==> src/rtl/fpu_sched_pkg.sv <==
`default_nettype none
// ============================================================================
// Module : fpu_sched_pkg
// Brief  : Opcode encodings and scheduler state type for fpu_rr_scheduler.
// Rev    : 1.0
// ============================================================================
package fpu_sched_pkg;

    localparam logic [1:0] OP_ADD = 2'b00;
    localparam logic [1:0] OP_MUL = 2'b01;
    localparam logic [1:0] OP_DIV = 2'b10;
    localparam logic [1:0] OP_RSV = 2'b11;

    typedef enum logic [1:0] {
        ST_IDLE  = 2'd0,
        ST_ISSUE = 2'd1,
        ST_WAIT  = 2'd2,
        ST_RESP  = 2'd3
    } state_t;

    // The unit only implements add and div; both unsupported codes have bit 0 set.
    function automatic logic op_illegal(input logic [1:0] op);
        return op[0];
    endfunction

endpackage
`default_nettype wire

==> src/rtl/fpu_rr_scheduler_rr_arb2.sv <==
`default_nettype none
// ============================================================================
// Module : rr_arb2
// Brief  : Two-way round-robin arbiter; the requester not granted last wins.
// Rev    : 1.0
// ============================================================================
module rr_arb2 (
    input  logic [1:0] req,
    input  logic       last,
    output logic [1:0] gnt
);

    always_comb begin
        gnt = 2'b00;
        if (last) begin
            if (req[0])      gnt = 2'b01;
            else if (req[1]) gnt = 2'b10;
        end else begin
            if (req[1])      gnt = 2'b10;
            else if (req[0]) gnt = 2'b01;
        end
    end

endmodule
`default_nettype wire

==> src/rtl/fpu_rr_scheduler.sv <==
`default_nettype none
// ============================================================================
// Module : fpu_rr_scheduler
// Brief  : Shares one add/div unit between two requesters, one op in flight,
//          with timeout and a single tagged response channel.
// Rev    : 1.0
// ============================================================================
module fpu_rr_scheduler
    import fpu_sched_pkg::*;
#(
    parameter int W        = 32,
    parameter int TO_CYC   = 64,
    parameter int MIN_WAIT = 1
) (
    input  logic           clk,
    input  logic           rst,
    input  logic [1:0]     req_valid,
    output logic [1:0]     req_ready,
    input  logic [2*W-1:0] req_a,
    input  logic [2*W-1:0] req_b,
    input  logic [3:0]     req_op,
    output logic           unit_start,
    output logic [W-1:0]   unit_a,
    output logic [W-1:0]   unit_b,
    output logic [1:0]     unit_op,
    input  logic [W-1:0]   unit_result,
    input  logic           unit_done,
    output logic           rsp_valid,
    input  logic           rsp_ready,
    output logic           rsp_id,
    output logic [W-1:0]   rsp_data,
    output logic           rsp_err,
    output logic           busy
);

    localparam int CW = $clog2(TO_CYC) + 1;
    localparam logic [CW-1:0] C_CNT_LAST = CW'(TO_CYC - 1);
    localparam logic [CW-1:0] C_CNT_MIN  = CW'(MIN_WAIT);

    state_t          state_q, state_d;
    logic [W-1:0]    a_q, a_d, b_q, b_d, data_q, data_d;
    logic [1:0]      op_q, op_d;
    logic            id_q, id_d, err_q, err_d, last_q, last_d;
    logic [CW-1:0]   cnt_q, cnt_d;
    logic [1:0]      w_gnt;
    logic [1:0]      w_req_op;

    // Masking the requests outside IDLE makes req_ready zero there for free.
    rr_arb2 u_arb (
        .req  (req_valid & {2{state_q == ST_IDLE}}),
        .last (last_q),
        .gnt  (w_gnt)
    );

    assign w_req_op = w_gnt[1] ? req_op[3:2] : req_op[1:0];

    always_comb begin
        state_d = state_q;
        a_d     = a_q;
        b_d     = b_q;
        op_d    = op_q;
        id_d    = id_q;
        data_d  = data_q;
        err_d   = err_q;
        last_d  = last_q;
        cnt_d   = cnt_q;
        case (state_q)
            ST_IDLE: begin
                if (|w_gnt) begin
                    id_d = w_gnt[1];
                    a_d  = w_gnt[1] ? req_a[W +: W] : req_a[0 +: W];
                    b_d  = w_gnt[1] ? req_b[W +: W] : req_b[0 +: W];
                    op_d = w_req_op;
                    if (op_illegal(w_req_op)) begin
                        err_d   = 1'b1;
                        data_d  = '0;
                        state_d = ST_RESP;
                    end else begin
                        state_d = ST_ISSUE;
                    end
                end
            end
            ST_ISSUE: begin
                cnt_d   = '0;
                state_d = ST_WAIT;
            end
            ST_WAIT: begin
                // Completion is checked before the timeout so a late done still wins.
                if (unit_done && (cnt_q >= C_CNT_MIN)) begin
                    data_d  = unit_result;
                    err_d   = 1'b0;
                    state_d = ST_RESP;
                end else if (cnt_q == C_CNT_LAST) begin
                    data_d  = '0;
                    err_d   = 1'b1;
                    state_d = ST_RESP;
                end else begin
                    cnt_d = cnt_q + CW'(1);
                end
            end
            ST_RESP: begin
                if (rsp_ready) begin
                    last_d  = id_q;
                    state_d = ST_IDLE;
                end
            end
            default: state_d = ST_IDLE;
        endcase
    end

    always_ff @(posedge clk or posedge rst) begin
        if (rst) begin
            state_q <= ST_IDLE;
            a_q     <= '0;
            b_q     <= '0;
            op_q    <= '0;
            id_q    <= 1'b0;
            data_q  <= '0;
            err_q   <= 1'b0;
            last_q  <= 1'b1;
            cnt_q   <= '0;
        end else begin
            state_q <= state_d;
            a_q     <= a_d;
            b_q     <= b_d;
            op_q    <= op_d;
            id_q    <= id_d;
            data_q  <= data_d;
            err_q   <= err_d;
            last_q  <= last_d;
            cnt_q   <= cnt_d;
        end
    end

    assign req_ready  = w_gnt;
    assign unit_start = (state_q == ST_ISSUE);
    assign unit_a     = a_q;
    assign unit_b     = b_q;
    assign unit_op    = op_q;
    assign rsp_valid  = (state_q == ST_RESP);
    assign rsp_id     = id_q;
    assign rsp_data   = data_q;
    assign rsp_err    = err_q;
    assign busy       = (state_q != ST_IDLE);

endmodule
`default_nettype wire

==> config.mk <==
export PLATFORM = sky130hd
export DESIGN_NAME = fpu_rr_scheduler
export DESIGN_NICKNAME = d
export VERILOG_FILES = /design/src/rtl/fpu_sched_pkg.sv /design/src/rtl/fpu_rr_scheduler_rr_arb2.sv /design/src/rtl/fpu_rr_scheduler.sv
export SDC_FILE = /design/constraint.sdc
export NUM_CORES = 1
export LEC_CHECK = 0
export ABC_AREA = 1
export CAP_MARGIN = 10
export CORE_MARGIN = 2
export CORE_UTILIZATION = 41
export DETAILED_ROUTE_END_ITERATION = 10
export PLACE_DENSITY = 0.82
export REMOVE_ABC_BUFFERS = 1
export SETUP_SLACK_MARGIN = 0.3
export SYNTH_ARGS = -nofsm -noshare
export SYNTH_HDL_FRONTEND = slang
export SYNTH_HIERARCHICAL = 1
export SYNTH_SLANG_ARGS = --single-unit
==> constraint.sdc <==
create_clock -name clk -period 4.02 [get_ports clk]
set_input_delay 0.603 -clock clk [delete_from_list [all_inputs] [get_ports clk]]
set_output_delay 0.603 -clock clk [all_outputs]
set_load 0.02 [all_outputs]
==> results_dict.tcl <==
set metrics [dict create \
    outcome "finished clean" \
    setup.worst_path.start_class "flop" \
    leakagePower_nw 3.83 \
    antenna_found_initial 1 \
    post_cts_resized 0 \
    met1_usage 0.269 \
    rows 42 \
    hp-class "flop to flop" \
    switching_power_mw 2.67 \
    worstSetupStartpoint "state_q[0]$_DFFE_PP0P_" \
    fin_setup_tns_ps 0 \
    cts_hold_buf 0 \
    synth_area_per_cell_sq_um 7.92 \
    grt_overflow_total 0 \
    grt_busiest_layer "met2" \
    cts_tree "built" \
    port_buffers 274 \
    async_flop_share 1.00 \
    grt_max_degree 67 \
    post-route-min-period_ps 3260 \
    synth.distinct_cells 30 \
    timing.rr.start "state_q[0]$_DFFE_PP0P_" \
    place_congestion 0.874 \
    grt_use_total 0.234 \
    clk_path_buf_depth 2 \
    critPathBufInv 4 \
    worstSetupPathType "flop to primary output" \
    hold_violations 0 \
    core_sq_um 13100 \
    synth_top_flop_cell "dfrtp_1" \
    cts.clk_slew.worst_paths_ps 70 \
    nNetsFinal 1109 \
    clock_sinks 110 \
    instances_no_fill 1115 \
    switching_share 0.440 \
    met3_usage 0.0656 \
    cts_setup_buffers 0 \
    die_h_microns 119 \
    synth_edf_count 0 \
    skew_ps 5.88 \
    place_hpwl_microns 12000 \
    worstPathArrival_ps 2660 \
    syn_area_sq_um 5460 \
    p_clk_frac 0.135 \
    ant_nets 0 \
    relSlewSlack 0.419 \
    die_w_microns 119 \
    yosys_warnings 6 \
    cp_common_cell "inv_1" \
    vdd_ir_drop_max_mv 0.380 \
    min_period_over_period 0.811 \
    start_util 0.416 \
    power.density_nw_per_um2 717 \
    drc 0 \
    post-place-cells 1098 \
    dr_total_vias 5484 \
    cp-end-kind "primary output" \
    wl_microns 16500 \
    maxSlewViolCount 0 \
    p_int_mw 3.40 \
    fmax_mhz 307 \
    grt_pass1_vias 5318 \
    drt-wirelength-per-cell_microns 14.8 \
    path_cells "inv_1, ha_1, nand2_1, inv_1, inv_1, a21oi_4, clkdlybuf4s50_1" \
    maxCapViolCount 0 \
    use_met2 0.407 \
    first_iter_violations 501 \
    finalPower_mw 6.07 \
    htreeDepth 3 \
    cp_max_fo 18 \
    cts_buffers 9 \
    hold_start "rsp_err$_DFFE_PP0P_" \
    ys_ff_latch 110 \
    crit_family "buffers and inverters" \
    p_comb_frac 0.562 \
    dr.pass1.iters 5 \
    cp.required_ps 3420 \
    synth-seq-area-share 0.504 \
    clk_latency_ps 350 \
    synth_cells 689 \
    grt_setup_unrepaired "no" \
    slowest_delay_ps 720 \
    via_per_inst 4.92 \
    worstMarginPinSlew_ps 868 \
    setup_violations 0 \
    io_pins 275 \
    cts-root-buf "clkbuf_16" \
    syn_to_final_growth_pct 55.1 \
    dieArea_sq_um 14300 \
    grt_pass1_wl_microns 26300 \
    drive_gt1_frac 0.0448 \
    slowest_stage "clkdlybuf4s50_1" \
    seqPwrFrac 0.304 \
]
==> synth_stat cells (2+ instances only) <==
| cell type | number | area, sq um |
|---|---|---|
| inv_1 | 49 | 184 |
| buf_1 | 2 | 7.51 |
| a31oi_1 | 66 | 413 |
| o21ai_1 | 6 | 30.0 |
| nand2_1 | 225 | 845 |
| nand3_1 | 8 | 40.0 |
| inv_2 | 4 | 15.0 |
| buf_4 | 9 | 67.6 |
| buf_8 | 3 | 45.0 |
| buf_2 | 26 | 130 |
| dfrtp_1 | 109 | 2730 |
| nand4_1 | 37 | 231 |
| a21oi_1 | 2 | 10.0 |
| clkbuf_1 | 7 | 26.3 |
| or2_2 | 2 | 12.5 |
| nor2_1 | 104 | 390 |
| ha_1 | 6 | 75.1 |
| nand2_2 | 3 | 18.8 |
| nor2_2 | 4 | 25.0 |
| nand3_2 | 3 | 30.0 |
| o21ai_0 | 5 | 25.0 |
==> power groups by stage <==
stage	Combinational [mW]	Clock, mW	Sequential (mW)
floorplan	1.37	0	2.38
global placement	3.38	0	1.85
detailed placement	3.43	0	1.86
CTS	3.43	0.838	1.85
global route	3.68	0.883	1.90
finish	3.41	0.819	1.84
==> routing by layer <==
metal	vias up	wire length, microns
met1	2508	6300
met3	34	1430
met4	0	485
met5	-	0
met2	226	8250
li1	2716	-
==> worst register-to-register path: cells and delay by family, from the launching register on <==
family / cells / cell delay [ps]
simple gates: 6 / 990
buf+inv: 4 / 590
compound gates: 1 / 480
flops: 1 / 410
fa+ha+maj: 1 / 380
==> worst paths after layout <==
check	endpoint	slack, ps	depth (start not counted)
max	req_ready[1]	760	7
min in group asynchronous	unit_a[31]$_DFFE_PP0P_	770	2
min	rsp_err$_DFFE_PP0P_	480	2
min reg2reg	rsp_err$_DFFE_PP0P_	480	2
max in group asynchronous	last_q$_DFFE_PP1P_	2370	3
max reg2reg	rsp_data[17]$_DFFE_PP0P_	1050	12
==> layout make-up <==
cell class	instances	area, sq um
Fill cell	1110	4670
Timing Repair Buffer	281	2800
Sequential cell	110	2750
Multi-Input combinational cell	477	2230
Clock buffer	13	240
Tap cell	176	220
Inverter	54	205
Clock inverter	3	21.3
Antenna cell	1	2.50
==> stage by stage <==
step           worst slack (ps)  utilization  hold WS (ps)  instance area [sq um]
6_report                    760        0.645           483                   8470
2_1_floorplan             -2830            -           492                   5170
4_1_cts                     724        0.644           485                   8470
3_3_place_gp                941        0.625           454                   8210
5_1_grt                     599        0.645           509                   8470
3_5_place_dp                918        0.625           465                   8210
==> state kept, by name (all words and copies together) (netlist names) <==
name	flops
rsp_data	32
unit_op	2
unit_b	32
rsp_id	1
state_q	2
cnt_q	7
unit_a	32
last_q	1
rsp_err	1
==> cells by family after synthesis <==
logic type,share of synthesized area
AO/OA/AOI/OAI,0.0935
adder cells (fa/ha/maj),0.0138
XOR/XNOR,0.00160
AND/OR/NAND/NOR,0.297
buffers and inverters,0.0898
flip-flops,0.504
==> placed cells by master (no fill, tap or decap), types with 2 or more instances in the layout <==
cell	n
ha_1	6
o21ai_1	6
nor2_1	104
nor2_2	3
nand2_1	225
a31oi_1	66
nand3_2	3
dfrtp_1	109
buf_4	7
nand2_2	3
nand4_1	37
clkbuf_1	4
o21ai_0	5
nand3_1	8
inv_2	4
or2_2	2
clkbuf_16	9
clkdlybuf4s50_1	274
inv_1	48
No activity file was read; power rests on OpenSTA's default activity.
